[src/rtl/iurt_hub_adapter.sv]
// Byte-stream adapter between the IPDBG hub channel and the IURT controller.
// Down bytes are unescaped into a FIFO; up bytes pass through a one-entry holding stage.
module iurt_hub_adapter #(
    parameter int          FIFO_DEPTH_LOG2 = 4,
    parameter logic [7:0]  ESC_SYMBOL      = 8'h55,
    parameter logic [7:0]  RESET_SYMBOL    = 8'hEE
) (
    input  logic       clk,
    input  logic       rst,
    input  logic       ce,
    input  logic       dn_lines_valid,
    input  logic [7:0] dn_lines_data,
    input  logic       up_lines_ready,
    output logic       up_lines_valid,
    output logic [7:0] up_lines_data,
    input  logic       data_dwn_ready,
    output logic       data_dwn_valid,
    output logic [7:0] data_dwn,
    output logic       data_up_ready,
    input  logic       data_up_valid,
    input  logic [7:0] data_up,
    output logic       chan_reset,
    output logic       overflow
);

    localparam int                         DEPTH      = 1 << FIFO_DEPTH_LOG2;
    localparam logic [FIFO_DEPTH_LOG2:0]   FULL_COUNT = (FIFO_DEPTH_LOG2 + 1)'(DEPTH);
    localparam logic [FIFO_DEPTH_LOG2:0]   CNT_ONE    = (FIFO_DEPTH_LOG2 + 1)'(1);
    localparam logic [FIFO_DEPTH_LOG2-1:0] PTR_ONE    = FIFO_DEPTH_LOG2'(1);

    localparam logic ST_IDLE    = 1'b0;
    localparam logic ST_ESCAPED = 1'b1;

    logic                       state_q, state_d;
    logic [FIFO_DEPTH_LOG2-1:0] wr_ptr_q, wr_ptr_d;
    logic [FIFO_DEPTH_LOG2-1:0] rd_ptr_q, rd_ptr_d;
    logic [FIFO_DEPTH_LOG2:0]   count_q, count_d;
    logic                       chan_reset_q, chan_reset_d;
    logic                       overflow_q, overflow_d;
    logic                       up_valid_q, up_valid_d;
    logic [7:0]                 up_data_q, up_data_d;
    logic [7:0]                 mem_q [DEPTH];

    logic dn_fire, flush, push_req, push_ok, pop, full, up_ready;

    always_comb begin
        dn_fire  = ce && dn_lines_valid;
        flush    = dn_fire && (state_q == ST_ESCAPED) && (dn_lines_data == RESET_SYMBOL);
        push_req = dn_fire && ((state_q == ST_ESCAPED) ? (dn_lines_data != RESET_SYMBOL)
                                                       : (dn_lines_data != ESC_SYMBOL));
        pop      = (count_q != '0) && data_dwn_ready && ce;
        full     = (count_q == FULL_COUNT);
        // A full FIFO still accepts a byte when a pop frees the slot in the same cycle.
        push_ok  = push_req && (!full || pop);
        up_ready = !up_valid_q || up_lines_ready;
    end

    always_comb begin
        state_d      = state_q;
        wr_ptr_d     = wr_ptr_q;
        rd_ptr_d     = rd_ptr_q;
        count_d      = count_q;
        chan_reset_d = flush;
        overflow_d   = overflow_q || (push_req && full && !pop);

        if (dn_fire) begin
            if (state_q == ST_IDLE && dn_lines_data == ESC_SYMBOL) begin
                state_d = ST_ESCAPED;
            end else begin
                state_d = ST_IDLE;
            end
        end

        if (push_ok) begin
            wr_ptr_d = wr_ptr_q + PTR_ONE;
        end
        if (pop) begin
            rd_ptr_d = rd_ptr_q + PTR_ONE;
        end
        case ({push_ok, pop})
            2'b10:   count_d = count_q + CNT_ONE;
            2'b01:   count_d = count_q - CNT_ONE;
            default: count_d = count_q;
        endcase

        // The byte popped during a flush is still delivered, then everything is discarded.
        if (flush) begin
            wr_ptr_d = '0;
            rd_ptr_d = '0;
            count_d  = '0;
        end
    end

    always_comb begin
        up_valid_d = up_valid_q;
        up_data_d  = up_data_q;
        if (data_up_valid && up_ready && ce) begin
            up_valid_d = 1'b1;
            up_data_d  = data_up;
        end else if (up_lines_ready && ce) begin
            up_valid_d = 1'b0;
        end
    end

    always_ff @(posedge clk) begin
        if (rst) begin
            state_q      <= ST_IDLE;
            wr_ptr_q     <= '0;
            rd_ptr_q     <= '0;
            count_q      <= '0;
            chan_reset_q <= 1'b0;
            overflow_q   <= 1'b0;
            up_valid_q   <= 1'b0;
            up_data_q    <= 8'h00;
        end else begin
            state_q      <= state_d;
            wr_ptr_q     <= wr_ptr_d;
            rd_ptr_q     <= rd_ptr_d;
            count_q      <= count_d;
            chan_reset_q <= chan_reset_d;
            overflow_q   <= overflow_d;
            up_valid_q   <= up_valid_d;
            up_data_q    <= up_data_d;
        end
    end

    always_ff @(posedge clk) begin
        if (push_ok) begin
            mem_q[wr_ptr_q] <= dn_lines_data;
        end
    end

    assign data_dwn_valid = (count_q != '0);
    assign data_dwn       = data_dwn_valid ? mem_q[rd_ptr_q] : 8'h00;
    assign data_up_ready  = up_ready;
    assign up_lines_valid = up_valid_q;
    assign up_lines_data  = up_data_q;
    assign chan_reset     = chan_reset_q;
    assign overflow       = overflow_q;

endmodule

[config.mk]
export PLATFORM = sky130hd
export DESIGN_NAME = iurt_hub_adapter
export DESIGN_NICKNAME = d
export VERILOG_FILES = /design/src/rtl/iurt_hub_adapter.sv
export SDC_FILE = /design/constraint.sdc
export NUM_CORES = 1
export LEC_CHECK = 0
export BUFFER_PORTS_ARGS = -buffer_cell sky130_fd_sc_hd__buf_2
export CORE_MARGIN = 2
export CORE_UTILIZATION = 33
export CTS_BUF_LIST = sky130_fd_sc_hd__clkbuf_16
export DETAILED_ROUTE_END_ITERATION = 10
export PLACE_DENSITY_LB_ADDON = 0.05
export SYNTH_ARGS = -nofsm -noshare
export SYNTH_HDL_FRONTEND = slang
export SYNTH_SLANG_ARGS = --single-unit
[constraint.sdc]
create_clock -name clk -period 6.6 [get_ports clk]
set_clock_uncertainty 0.05 [all_clocks]
set_input_delay 0.99 -clock clk [delete_from_list [all_inputs] [get_ports clk]]
set_output_delay 0.99 -clock clk [all_outputs]
set_load 0.005 [all_outputs]
==> implementation parameters <==
Parameter                              Value

Clocking
  Clock buffer count from CTS    17
  H-Tree Depth    4
  Skew-Pair Late Insertion Delay    430 ps
  Number of setup buffers added after CTS    0
  Resize count post-CTS    0
  Clock sink count    between 150 and 200
  Clock tree from TritonCTS    done
  Clk root buf    clkbuf_16
  Number of hold buffers added after cts    0
  Clock slew at reported path FFs    60 ps
  Worst-case clock buffer depth    2

Logic synthesis
  Main combinational cell family by area after synthesis    multiplexers
  Synthesized-area fraction occupied by adder cells    0.01893
  Basic-gate share of the synthesized area counting and, or, nand and nor cells    0.07709
  Number of cells produced by synthesis    353
  Async SR Flop Fraction    0
  Post-synthesis instance area    between 6000 and 7000 um2
  Count of distinct cell types in the synthesized netlist    44
  Synthesized net count    385
  Warning count from the yosys run    0
  Multiplexer share of the synthesized area    0.1605
  Compound-gate portion of the synthesized area    0.02090
  Synthesis-stage register bit count    around 160
  Most used DFF post-synth    edfxtp_1
  Mean post-synth cell area    17.98 um2
  Fraction of synthesized cell area in xor and xnor cells    0.009661
  Fraction of the yosys area taken by sequential cells    0.6972
  Post-synth EDFFs    128

Route
  Vias per cell    5.058
  Iteration-0 DRC Markers    195
  Drt wl/cell    23.21 um
  Number of remaining DRC errors    0
  Detailed-route wire length    around 15000 um
  Post-route ant nets    0
  Total iterations of the first detailed-routing run    4
  Total vias in the final route    3298

Worst setup path
  Critical path launch point type    flip-flop
  CP required    5560 ps
  WP data arrival    3120 ps
  Largest fanout on the critical path    23
  Element type at the critical path end    output port
  WS Path Type    flip-flop to output port

STA
  Total Neg Setup Slack    0 ps
  Achievable clock frequency    240.5 MHz
  Setup repair after global routing missed its margin    no
  Min cycle time layout    between 4000 and 5000 ps
  Final Hold Fails    0
  Final setup violation count    0
  Final Max Tran Viols    0
  Transition at the pin with the smallest max-transition slack    roughly 900 ps
  Worst hold margin    424.8 ps
  Post-route fraction of the period consumed by the critical path    0.6300
  Minimum setup slack in the final design    2442 ps
  Headroom to the max-slew limit    0.3961

Power
  Leak pwr    around 0.0025 uW
  Power density relative to cell area    296.7 nW/um2
  Maximum vdd drop    between 0.00015 and 0.0002 V

Cells and area
  Ratio of cells with drive above 1 in the final layout    0.2943
  Ant. Diodes    0
  Number of inserted filler cells in the final layout    1750
  Cell area after layout    7363 um2
  P&R area growth vs syn    16.03%
  Net count, final    437

Floorplanning
  Area of the die    20360 um2
  Row Count    50
  Core outline area    18770 um2
  Top-level I/O count    44
  Height of the die    142.7 um
  Initial standard-cell utilization of the core    0.3381
  Die extent in x    142.7 um

Run
  Number of max-cap violations    0

Place
  Post-place instance area    6820 um2
  Routability congestion estimate from global placement    ~0.7
  Detail Placement HPWL    ~9600 um
  Quantity of I/O buffers inserted on ports    between 40 and 50
  Post-Place Setup Slack    2404 ps

Global route
  Global-route wire length before repair    21990 um
  Overflow left after global routing    0
  Via count of the first global-routing pass    3350
  Initial antenna violation count    1
  GRT Util Overall    0.1573
  Largest net degree at the start of global routing    33

Run status
  Outcome    completed

Worst hold path
  Path category of the worst min-delay check    flip-flop to flip-flop
logic make-up after synthesis:
logic type      after synthesis
xor+xnor                      7
compound gates               22
mux                          50
buf+inv                      21
fa+ha+maj                     9
flops                       157
simple gates                 87
registers in the layout, indices dropped and copies added (netlist names), named ones only:
register,cells
overflow,1
chan_reset,1
up_lines_valid,1
mem_q,128
state_q,1
up_lines_data,8
count_q,5
wr_ptr_q,4
rd_ptr_q,4
critical path: stages, from the launching register on:
cell and delay (ps):
dfxtp_2 910, buf_4 390, mux4_2 540, mux4_2 520
nor2b_1 170, buf_2 160
per-layer routing:
| layer | vias up | wire [um] | global-route usage |
|---|---|---|---|
| li1 | 1503 | - | - |
| met1 | 1718 | 7097 | 0.2194 |
| met2 | 60 | 7206 | 0.2427 |
| met3 | 15 | 632 | 0.03789 |
| met4 | 2 | 181 | 0.05315 |
| met5 | - | 13 | 0 |
cell usage after synthesis, types with 2 or more instances:
cell | n | area share
nand4_1 | 3 | 0.0030
and2_1 | 2 | 0.0020
a21oi_1 | 11 | 0.0087
nand2_1 | 13 | 0.0077
nor2_1 | 18 | 0.011
edfxtp_1 | 128 | 0.61
or4_1 | 2 | 0.0024
a21o_2 | 2 | 0.0028
o21ai_0 | 3 | 0.0024
dfxtp_1 | 29 | 0.091
mux2i_1 | 8 | 0.013
nor4_2 | 2 | 0.0039
nand3_1 | 5 | 0.0039
clkbuf_1 | 9 | 0.0053
xor2_1 | 4 | 0.0055
mux4_2 | 40 | 0.14
buf_6 | 2 | 0.0035
buf_2 | 3 | 0.0024
nor2b_1 | 13 | 0.013
inv_1 | 4 | 0.0024
nor3_1 | 7 | 0.0055
and3_1 | 14 | 0.014
ha_1 | 8 | 0.016
xnor2_1 | 3 | 0.0041
cell usage in the layout (no fill, tap or decap), types with 3 or more instances in the layout:
cell	instances
nand4_1	3
inv_1	8
buf_2	43
edfxtp_1	128
ha_1	8
dfxtp_1	28
o21ai_0	3
xnor2_1	3
clkinv_1	6
nand3_1	5
nor2_1	18
mux4_2	40
and3_1	14
buf_4	6
mux2i_1	8
nor3_1	7
nand2_1	13
nor2b_1	13
a21oi_1	11
clkbuf_16	17
xor2_1	4
worst paths after layout:
path,from,endpoint,slack [ps],cells past startpoint
hold reg to reg,up_lines_valid$_SDFFE_PP0P_,up_lines_valid$_SDFFE_PP0P_,420,2
setup reg to reg,count_q[0]$_SDFFE_PP0P_,count_q[4]$_SDFFE_PP0P_,3140,9
setup / recovery,flip-flop,data_dwn[0],2440,5
hold / removal,up_lines_valid$_SDFFE_PP0P_,up_lines_valid$_SDFFE_PP0P_,420,2
report_power, final:
part	internal [uW]	switching (uW)	leakage, uW
Clock	541	366	0.000273
Combinational	83.1	91.1	0.000839
Sequential	1080	19.9	0.00139
metrics by stage:
| step | utilization | total power [uW] | cells |
|---|---|---|---|
| finish | 0.3923 | 2185 | 652 |
| global route | 0.3923 | 2265 | 652 |
| CTS | 0.3923 | 2210 | 652 |
| detailed placement | 0.3634 | 1305 | 620 |
| global placement | 0.3634 | 1302 | 620 |
| floorplan | - | 1231 | 353 |
layout make-up:
cell class                      instances  area (um2)  area share
Clock buffer                           17       425.4     0.05777
Multi-Input combinational cell        175        1822      0.2474
Sequential cell                       157        4425      0.6010
Tap cell                              234       292.8     0.03976
Clock inverter                         15       117.6     0.01597
Timing Repair Buffer                   49       260.3     0.03534
Inverter                                5       20.02    0.002719
(Power assumes the default switching activity.)
